===== src/rtl/mux_sel_pkg.sv =====
// rtl/mux_sel_pkg.sv - shared types and default widths for the mux select sequencer
//
// Holds the sequencer state encoding and the default operand widths used by
// mux_sel_seq.

package mux_sel_pkg;

  localparam int DWELL_W_DEF = 8;
  localparam int CNT_W_DEF   = 8;

  typedef enum logic [1:0] {
    IDLE = 2'd0,
    RUN  = 2'd1,
    DONE = 2'd2
  } state_e;

endpackage


===== src/rtl/dwell_timer.sv =====
// rtl/dwell_timer.sv - reloadable dwell down-counter with one-cycle expire pulse
//
// Ports:
//   clk        rising-edge clock
//   rst_n      asynchronous active-low reset
//   load_i     latch period_i (zero treated as one) and restart the count
//   en_i       count enable; counter holds while low
//   period_i   dwell period in cycles
//   expire_o   high in the last cycle of each period while enabled

module dwell_timer #(
  parameter int W = 8
) (
  input  logic         clk,
  input  logic         rst_n,
  input  logic         load_i,
  input  logic         en_i,
  input  logic [W-1:0] period_i,
  output logic         expire_o
);

  logic [W-1:0] period_q;
  logic [W-1:0] cnt_q;
  logic [W-1:0] period_eff;

  // A zero dwell would never expire; the shortest meaningful period is one.
  assign period_eff = (period_i == '0) ? W'(1) : period_i;

  always_ff @(posedge clk or negedge rst_n) begin
    if (!rst_n) begin
      period_q <= '0;
      cnt_q    <= '0;
    end else if (load_i) begin
      period_q <= period_eff;
      cnt_q    <= period_eff;
    end else if (en_i) begin
      if (cnt_q == W'(1)) begin
        cnt_q <= period_q;
      end else begin
        cnt_q <= cnt_q - W'(1);
      end
    end
  end

  assign expire_o = en_i && (cnt_q == W'(1));

endmodule


===== src/rtl/mux_sel_seq.sv =====
// rtl/mux_sel_seq.sv - timed select-line toggler for a downstream 1-bit mux
//
// Ports:
//   clk, rst_n   clock and asynchronous active-low reset
//   start        begin a sequence (sampled only when idle)
//   stop         abort a running sequence (stop beats start when idle)
//   dwell        cycles each select value is held (0 behaves as 1)
//   n_toggles    number of select toggles to perform
//   x            registered mux select (1 selects a, 0 selects b)
//   busy         registered, high while the sequence runs
//   done         registered one-cycle pulse on normal completion
//   toggle_cnt   toggles performed in the current or last sequence (saturating)
//
// Build option: MUX_SEL_SEQ_CONTINUOUS_EN makes n_toggles=0 toggle
// indefinitely until stop instead of finishing after one dwell period.

module mux_sel_seq
  import mux_sel_pkg::*;
#(
  parameter int DWELL_W = DWELL_W_DEF,
  parameter int CNT_W   = CNT_W_DEF
) (
  input  logic               clk,
  input  logic               rst_n,
  input  logic               start,
  input  logic               stop,
  input  logic [DWELL_W-1:0] dwell,
  input  logic [CNT_W-1:0]   n_toggles,
  output logic               x,
  output logic               busy,
  output logic               done,
  output logic [CNT_W-1:0]   toggle_cnt
);

  state_e           state_q, state_d;
  logic [CNT_W-1:0] n_q, n_d;
  logic [CNT_W-1:0] cnt_q, cnt_d;
  logic             x_q, x_d;
  logic             busy_q, busy_d;
  logic             done_q, done_d;
  logic             accept;
  logic             expire;
  logic             last_toggle;

  assign accept = (state_q == IDLE) && start && !stop;

  dwell_timer #(
    .W(DWELL_W)
  ) u_dwell_timer (
    .clk      (clk),
    .rst_n    (rst_n),
    .load_i   (accept),
    .en_i     (state_q == RUN),
    .period_i (dwell),
    .expire_o (expire)
  );

  // The period that expires with all N toggles already made is the final
  // hold period; the sequence then finishes instead of toggling again.
`ifdef MUX_SEL_SEQ_CONTINUOUS_EN
  assign last_toggle = (cnt_q == n_q) && (n_q != '0);
`else
  assign last_toggle = (cnt_q == n_q);
`endif

  always_comb begin
    state_d = state_q;
    n_d     = n_q;
    cnt_d   = cnt_q;
    x_d     = x_q;
    case (state_q)
      IDLE: begin
        x_d = 1'b0;
        if (accept) begin
          state_d = RUN;
          n_d     = n_toggles;
          cnt_d   = '0;
        end
      end
      RUN: begin
        if (stop) begin
          state_d = IDLE;
          x_d     = 1'b0;
        end else if (expire) begin
          if (last_toggle) begin
            state_d = DONE;
          end else begin
            x_d = ~x_q;
            if (cnt_q != '1) begin
              cnt_d = cnt_q + CNT_W'(1);
            end
          end
        end
      end
      DONE: begin
        state_d = IDLE;
        x_d     = 1'b0;
      end
      default: begin
        state_d = IDLE;
        x_d     = 1'b0;
      end
    endcase
    // Status flags are registered from the next state so they line up
    // with the state and never glitch.
    busy_d = (state_d == RUN);
    done_d = (state_d == DONE);
  end

  always_ff @(posedge clk or negedge rst_n) begin
    if (!rst_n) begin
      state_q <= IDLE;
      n_q     <= '0;
      cnt_q   <= '0;
      x_q     <= 1'b0;
      busy_q  <= 1'b0;
      done_q  <= 1'b0;
    end else begin
      state_q <= state_d;
      n_q     <= n_d;
      cnt_q   <= cnt_d;
      x_q     <= x_d;
      busy_q  <= busy_d;
      done_q  <= done_d;
    end
  end

  assign x          = x_q;
  assign busy       = busy_q;
  assign done       = done_q;
  assign toggle_cnt = cnt_q;

endmodule


===== config.mk =====
export PLATFORM = sky130hd
export DESIGN_NAME = mux_sel_seq
export DESIGN_NICKNAME = d
export VERILOG_FILES = /design/src/rtl/mux_sel_pkg.sv /design/src/rtl/dwell_timer.sv /design/src/rtl/mux_sel_seq.sv
export SDC_FILE = /design/constraint.sdc
export NUM_CORES = 1
export LEC_CHECK = 0
export CAP_MARGIN = 10
export CORE_ASPECT_RATIO = 0.9
export CORE_MARGIN = 5
export CORE_UTILIZATION = 42
export DETAILED_ROUTE_END_ITERATION = 8
export PLACE_DENSITY = 0.67
export SLEW_MARGIN = 25
export SYNTH_ARGS = -nofsm -noshare
export SYNTH_HDL_FRONTEND = slang
export SYNTH_SLANG_ARGS = --single-unit

===== constraint.sdc =====
create_clock -name clk -period 3.6 [get_ports clk]
set_input_delay 0.36 -clock clk [delete_from_list [all_inputs] [get_ports clk]]
set_output_delay 0.36 -clock clk [all_outputs]
set_load 0.01 [all_outputs]

# Word-level counts from Yosys, hierarchy flattened
# Cells that the tools add are included.
# totals
reg_bits,37
input_bits,20
output_inout_bits,11
wordCells,54
# op_classes
addsub,2
n_eq_ne,13
muxes,19
bitwise_logic,1
reduce_logical,11
# ops
op,count
$mux 8,9
$pmux 8 s2,1
$ne 2x2->1 const B,5
$add 8x1->8 const B,1
$eq 8x1->1 const B,1
$eq 8x8->1,1
$logic_not 8->1,1
$mux 2,4
$ne 8x8->1 const B,1
$sub 8x1->8 const B,1
$ne 3x3->1 const B,2
$reduce_and 6->1,1
$eq 2x1->1 const B,2
$mux 1,4
$pmux 2 s2,1
$reduce_and 2->1,2
$reduce_bool 2->1,2
$logic_and 1x1->1,3
$eq 2x2->1 const B,1
$logic_not 2->1,1
$logic_not 1->1,1
$not 1->1,1

# Longest topological paths before layout
# Gate-level depths: netlist of run 1.
# logic_depth
depth_word,6
ltp_mapped,9
mapped_depth_nobuf,8

# By module
# A second synthesis of run 1 with hierarchy kept.
# unflattened
hier_cells,205
area_unflattened_um2,1993.2
# modules_own_cells
module,instances,cells_per_inst,area_each_um2,seq_area_each_um2
mux_sel_seq,1,116,1092.3,525.5
dwell_timer,1,89,900.9,400.4

# Worst setup path after synthesis of run 1
# Ideal clock, no wire load.
# synth_timing
path_type,register to register
startpoint,reg u_dwell_timer.cnt_q[4]
endpoint,reg cnt_q[5] (netlist: toggle_cnt[5])
setup_ns,0.120
arrival_ns,1.863
slack_ns,1.617
stages_incl_launch_ff,7
period_less_slack_ns,1.983
path_cell_list,dfrtp_1 or4_4 nor4_4 o21ai_2 a211oi_4 a21oi_1 a31o_1
# synth_via
elab_chain_len,4
# synth_rtl
item,line,rtl
"start, declared",dwell_timer.sv:23,logic [W-1:0] cnt_q;
"start signal, assigned",dwell_timer.sv:35,cnt_q <= period_eff;
"start signal, assigned",dwell_timer.sv:38,cnt_q <= period_q;
"start signal, assigned",dwell_timer.sv:40,cnt_q <= cnt_q - W'(1);
$eq 8x1->1,dwell_timer.sv:45,assign expire_o = en_i && (cnt_q == W'(1));
$logic_and 1x1->1,dwell_timer.sv:45,
$ne 2x2->1 (no line),--,
$reduce_and 6->1 (no line),--,
"end signal, assigned",mux_sel_seq.sv:121,cnt_q <= cnt_d;
"end, declared",mux_sel_seq.sv:37,"logic [CNT_W-1:0] cnt_q, cnt_d;"
# No other way between the ends.
# A chain may end at the register's enable or synchronous reset.

# Worst setup path in the final report of run 1
# layout_timing
startpoint,reg u_dwell_timer.cnt_q[4]
endpoint,reg u_dwell_timer.cnt_q[0]
# layout_via
elab_chain_len,4
# layout_rtl
item,line,rtl
$eq 8x1->1,dwell_timer.sv:37,if (cnt_q == W'(1)) begin
$mux 8,dwell_timer.sv:37,
$mux 8,dwell_timer.sv:36,end else if (en_i) begin
$mux 8,dwell_timer.sv:33,end else if (load_i) begin
# No other way between the ends. The select of a mux whose other input is x is not followed.

==> results of run 1 <==
through the flow:
step	hold WS (ns)	setup slack, ns
2_1_floorplan	0.0644	1.62
3_3_place_gp	0.464	1.17
3_5_place_dp	0.465	1.11
4_1_cts	0.485	1.37
5_1_grt	0.506	1.21
6_report	0.481	1.37
cells in the mapped netlist (2+ instances only):
cell type  instances
a211o_1            2
a21oi_1            3
buf_6              4
clkbuf_1           5
dfrtp_1           37
ha_1               3
inv_1              4
nand2_1           62
nand3_1            8
nand4_1            6
nor2_1            16
nor2b_1            2
nor3_1             7
nor4_1             2
nor4_4             2
o211ai_1           5
o31ai_1            2
or3_1              2
xnor2_1           16
xor2_1             2
power groups by stage:
stage | logic, W | clock network [W] | registers, W
floorplan | 0.000262 | 0 | 0.000563
global placement | 0.000326 | 0 | 0.000577
detailed placement | 0.000333 | 0 | 0.000578
CTS | 0.000336 | 0.000379 | 0.000572
global route | 0.000377 | 0.000397 | 0.000586
finish | 0.000332 | 0.000372 | 0.000572
per-layer routing:
| metal | vias to the layer above | global-route usage (%) | routed length [um] |
|---|---|---|---|
| li1 | 767 | - | - |
| met1 | 727 | 21.7 | 2070 |
| met2 | 25 | 22.3 | 1880 |
| met3 | 6 | 3.71 | 202 |
| met4 | 0 | 5.35 | 39 |
| met5 | - | 0 | 0 |
cell usage in the layout, fill, tap and decap left out, drive strengths merged, types with 2 or more instances in the layout:
master	n
o211ai	5
o21ai	2
o31ai	2
clkbuf	7
a211o	2
nor4	4
dfrtp	37
nor2	16
nor2b	2
xnor2	16
or3	2
nand2	62
a211oi	2
inv	4
nand3	8
clkdlybuf4s50	30
ha	3
xor2	2
nand4	6
nor3	7
buf	2
a21oi	3
worst min-delay path: stages, from the launching register on:
cell and delay [ns]:
dfrtp_1 0.35, nand2_1 0.05, nand2_1 0.06
worst max-delay path by stage:
stage                                start                   endpoint  slack [ns]  depth (start not counted)
global placement                      stop  u_dwell_timer.period_q[0]        1.17                          4
finish              u_dwell_timer.cnt_q[4]     u_dwell_timer.cnt_q[0]        1.37                          6
detailed placement                    stop  u_dwell_timer.period_q[0]        1.11                          4
floorplan           u_dwell_timer.cnt_q[4]              toggle_cnt[5]        1.62                          6
global route        u_dwell_timer.cnt_q[5]     u_dwell_timer.cnt_q[0]        1.21                          6
CTS                 u_dwell_timer.cnt_q[4]     u_dwell_timer.cnt_q[0]        1.37                          6
final cells by class:
| cell class | count | area share (%) |
|---|---|---|
| inverters | 4 | 0.625 |
| flip-flops and latches | 37 | 38.5 |
| well taps | 62 | 3.23 |
| repair buffers | 32 | 13.1 |
| multi-input cells | 159 | 39.6 |
| clock buffers | 7 | 3.59 |
| clock inverters | 1 | 1.25 |
cell families after synthesis:
kind of cell    Yosys count  share of synthesized area [%]
compound gates           22                           9.21
xor+xnor                 18                           8.06
fa+ha+maj                 3                           1.92
buf+inv                  13                           4.03
flops                    37                           47.3
mux                       1                          0.512
simple gates            115                           29.0
sequential cells by signal (all words and copies together) (netlist names):
signal and cells:
n_q 8, u_dwell_timer.period_q 8, busy 1, u_dwell_timer.cnt_q 8, toggle_cnt 8, x 1
done 1, state_q 2
==> flow_metrics.tcl, run 1 <==
set metrics [dict create \
    ff2ff_setup_slack_ns 1.37 \
    cts_tree "yes" \
    p_leak_nw 1.06 \
    drt-total-wl_mm 4.20 \
    root_buffer "clkbuf_8" \
    clock_skew_ns 0.00193 \
    hold_buffers 0 \
    ys_ff_latch 37 \
    switchingPower_w 0.000401 \
    whs_endpoint "u_dwell_timer.period_q[7]" \
    clk_pin_slew_ns 0.07 \
    synth.top_cells.by_area "dfrtp_1 (47%), nand2_1 (12%), xnor2_1 (7.2%)" \
    dp_hpwl_mm 2.95 \
    worst-path-max-fanout 16 \
    cts_buffer_depth 2 \
    finalHoldViolCount 0 \
    rr_worst_depth 6 \
    final_cell_area_sq_um 2400 \
    drc 0 \
    synthCells 209 \
    synth_edf_count 0 \
    num_antenna_cells 0 \
    p_per_area_nw_per_um2 531 \
    die_w_um 82.0 \
    vias 1525 \
    ir_drop_uv 217 \
    slowest_delay_ns 0.62 \
    crit_family "simple AND/OR/NAND/NOR gates" \
    arrival_ns 2.39 \
    synth_area_sq_um 1960 \
    fin_setup_tns_ns 0 \
    area_growth_pct 22.8 \
    post_cts_buffers 0 \
    cp-start-kind "flop" \
    worstReg2RegStart "u_dwell_timer.cnt_q[4]" \
    max_slew.worst_pin.slew_ns 0.564 \
    synth_async_sr_flop_share_pct 100 \
    grt_overflow 0 \
    drv_cap 0 \
    min_from "u_dwell_timer.period_q[7]" \
    p_int_w 0.000875 \
    yosys.area.top_type_share_pct 47.3 \
    track_usage_pct 15.1 \
    seqPwrFrac_pct 44.8 \
    drive_gt1_share_pct 7.92 \
    dr.pass1.iters 4 \
    p_total_w 0.00128 \
    combPwrFrac_pct 26.0 \
    seqCellArea_sq_um 926 \
    finalSetupViolCount 0 \
    power_frac_clock_pct 29.2 \
    synth_flop_cell "dfrtp_1" \
    vias_per_cell 5.05 \
    drt_iter0_drc 96 \
    ys_types 39 \
    swShare_pct 31.5 \
    slowest_stage "or3_1" \
    final_util_pct 53.5 \
    fillers 434 \
    h-tree-depth 2 \
    clk-insertion-delay-late_ns 0.28 \
    cp_num_buf_inv 0 \
    cts_sinks 37 \
    coreArea_sq_um 4490 \
    cts_resized 0 \
    reg2reg_to "u_dwell_timer.cnt_q[0]" \
    whs_path_depth 2 \
    grt_max_degree 38 \
    critPathKind "flop to flop" \
    wire_per_inst_um 13.9 \
    yosysWarnings 0 \
    path_cells "or4_4 -> or3_1 -> nor3_1 -> a31oi_1 -> o21ai_0 -> a21oi_1" \
    run_status "finished clean" \
    ys_seq_area_share_pct 47.3 \
    grt_pass1_vias 1421 \
    synth.largest_area_cell "dfrtp_1" \
    final_nets 262 \
    row_count 23 \
    port_buffers 30 \
    die_y_um 74.8 \
    antenna_found_initial 0 \
    start_util_pct 43.6 \
    slew_violations 0 \
    rsz0062_at_grt "false" \
    numCtsBuffers 5 \
    ant_nets 0 \
    post-route-period-util_pct 62.1 \
    syn-num-nets 232 \
    grt_pass1_wl_mm 7.02 \
    syn_avg_cell_area_sq_um 9.36 \
    post-place-cells 294 \
    max-slew-margin-rel_pct 62.4 \
    final_cells 302 \
    boundaryPins 31 \
    worst_ep_required_time_ns 3.75 \
    post_dp_cell_area_sq_um 2290 \
    die-area_sq_um 6130 \
    min_path_type "flop to flop" \
    fmax_mhz 448 \
    min_period_ns 2.23 \
    gp_congestion 0.756 \
    multi_input_area_sq_um 952 \
    crit_path_end_kind "flop" \
]
Power figures use the tool's default switching activity.
==> run 2, diff against run 1 <==
--- a/config.mk
+++ b/config.mk
@@ -10,7 +10,7 @@
 export CORE_MARGIN = 5
 export CORE_UTILIZATION = 42
 export DETAILED_ROUTE_END_ITERATION = 8
-export PLACE_DENSITY = 0.67
+export PLACE_DENSITY = 0.69
 export SLEW_MARGIN = 25
 export SYNTH_ARGS = -nofsm -noshare
 export SYNTH_HDL_FRONTEND = slang
==> constraint.sdc (replaced) <==
create_clock -name clk -period 1.85 [get_ports clk]
set_input_delay 0.185 -clock clk [delete_from_list [all_inputs] [get_ports clk]]
set_output_delay 0.185 -clock clk [all_outputs]
set_load 0.01 [all_outputs]
==> run 2 against run 1 <==
The flow now finishes with violations (setup timing). Count of clock-buffer cells in the layout shrank 2. Via count grew 7.0%. Core utilization grew 4.2 points. Power grew 98%. Worst setup slack lost 1.4 ns. Non-clock buffer count grew 27. Clock skew grew 0.0064 ns. Hold slack lost 0.17 ns. Register-to-register slack lost 1.4 ns. Routed wire length grew 7.5%. Combinational power grew to 2.7 times the previous value. Sequential share of layout area shrank 2.8 points. Critical endpoint is now toggle_cnt[5].
==> flow_metrics.tcl, run 2 (synthesis results as in run 1) <==
set metrics [dict create \
    final_cell_area_sq_um 2590 \
    path_cells "or4_4 -> nor4_4 -> o21ai_4 -> a211oi_4 -> a21oi_1 -> a31o_1" \
    setup_slack_ns -0.0774 \
    clk-insertion-delay-late_ns 0.29 \
    final_cell_mix "nand2_1 (62), dfrtp_1 (37), clkdlybuf4s50_1 (30)" \
    worst-path-max-fanout 6 \
    rr_worst_depth 6 \
    die-area_sq_um 6130 \
    cts_tree "yes" \
    drt-total-wl_mm 4.51 \
    grt_pass1_vias 1567 \
    drc 0 \
    ir_drop_uv 580 \
    track_usage_pct 16.6 \
    crit_family "simple AND/OR/NAND/NOR gates" \
    finalSetupViolCount 14 \
    dr.pass1.iters 4 \
    run_status "finished with violations" \
    vias 1631 \
    grt_overflow 0 \
    dp_hpwl_mm 3.30 \
    drt_iter0_drc 120 \
    ff2ff_setup_slack_ns -0.08 \
    cp-start-kind "flop" \
    start_util_pct 43.6 \
    failed_checks "setup timing" \
    num_antenna_cells 0 \
    h-tree-depth 2 \
    final_nets 289 \
    min_path_type "primary input to asynchronous set/reset pin" \
    grt_max_degree 38 \
    drive_gt1_share_pct 18.0 \
    vias_per_cell 4.96 \
    worstReg2RegStart "u_dwell_timer.cnt_q[5]" \
    hold_buffers 0 \
    clk_pin_slew_ns 0.08 \
    grt_pass1_wl_mm 7.62 \
    cts_buffer_depth 2 \
    coreArea_sq_um 4490 \
    root_buffer "clkbuf_8" \
    fmax_mhz 519 \
    ant_nets 0 \
    post-route-period-util_pct 104 \
    max-slew-margin-rel_pct 67.0 \
    die_w_um 82.0 \
    slew_violations 0 \
    crit_path_end_kind "flop" \
    antenna_found_initial 0 \
    hold_ws_ns 0.315 \
    drv_cap 0 \
    p_leak_nw 1.18 \
    clock_skew_ns 0.00833 \
    boundaryPins 31 \
    slowest_stage "or4_4" \
    worst_ep_required_time_ns 2.03 \
    critPathKind "flop to flop" \
    max_slew.worst_pin.slew_ns 0.493 \
    final_common_cell "nand2_1" \
    post_dp_cell_area_sq_um 2480 \
    min_period_ns 1.93 \
    reg2reg_to "toggle_cnt[5]" \
    slowest_delay_ns 0.57 \
    area_growth_pct 32.4 \
    p_per_area_nw_per_um2 974 \
    rsz0062_at_grt "true" \
    finalHoldViolCount 0 \
    die_y_um 74.8 \
    post-place-ws_ns -0.0907 \
    gp_congestion 0.821 \
    arrival_ns 2.11 \
    wire_per_inst_um 13.7 \
    numCtsBuffers 5 \
    cp_num_buf_inv 0 \
    port_buffers 30 \
    cts_sinks 37 \
    row_count 23 \
]
## run 2: metal layers
layer / share of wire (%) / track usage (%) / vias to the layer above / wire length (um)
li1: - / - / 819 / -
met1: 51 / 24.3 / 780 / 2290
met2: 44 / 24.5 / 29 / 2000
met3: 4.4 / 4.31 / 3 / 197
met4: 0.49 / 4.43 / 0 / 22
met5: 0 / 0 / - / 0
## run 2: what timing repair did
item | 4_1_cts | 5_1_grt
setup buffers | 1 | 0
pin swaps | 0 | 1
endpoints found under the setup margin | 13 | 20
gates resized for setup | 4 | 0
## run 2: worst max path at each step
stage | cells past startpoint | endpoint | startpoint | slack [ns]
floorplan | 6 | u_dwell_timer.cnt_q[1] | u_dwell_timer.cnt_q[5] | -0.05
global placement | 4 | u_dwell_timer.period_q[0] | stop | -0.09
detailed placement | 7 | toggle_cnt[5] | stop | -0.09
CTS | 6 | toggle_cnt[5] | u_dwell_timer.cnt_q[5] | -0.08
global route | 6 | toggle_cnt[5] | u_dwell_timer.cnt_q[5] | -0.16
finish | 6 | toggle_cnt[5] | u_dwell_timer.cnt_q[5] | -0.08
## run 2: final cells by class
type	instances	area, sq um
clock inverter	3	17.5
sequential	37	926
multi-input combinational	159	965
fill	417	1900
timing repair buffer	59	522
inverter	4	15.0
tap	62	77.6
clock buffer	5	68.8
## run 2: through the flow
step           util, %  power, W  TNS, ns  cells
2_1_floorplan        -   0.00160   -0.297    209
3_3_place_gp      55.3   0.00192   -0.553    320
3_5_place_dp      55.3   0.00194   -0.762    320
4_1_cts           57.7   0.00254   -0.400    329
5_1_grt           57.7   0.00269    -1.78    329
6_report          57.7   0.00252   -0.444    329
## run 2: power breakdown
group / leakage [nW] / switching (W) / internal [W] / total [W]
Clock: 0.0439 / 0.000291 / 0.000260 / 0.000551
Sequential: 0.474 / 0.000118 / 0.000961 / 0.00108
Combinational: 0.667 / 0.000430 / 0.000465 / 0.000895
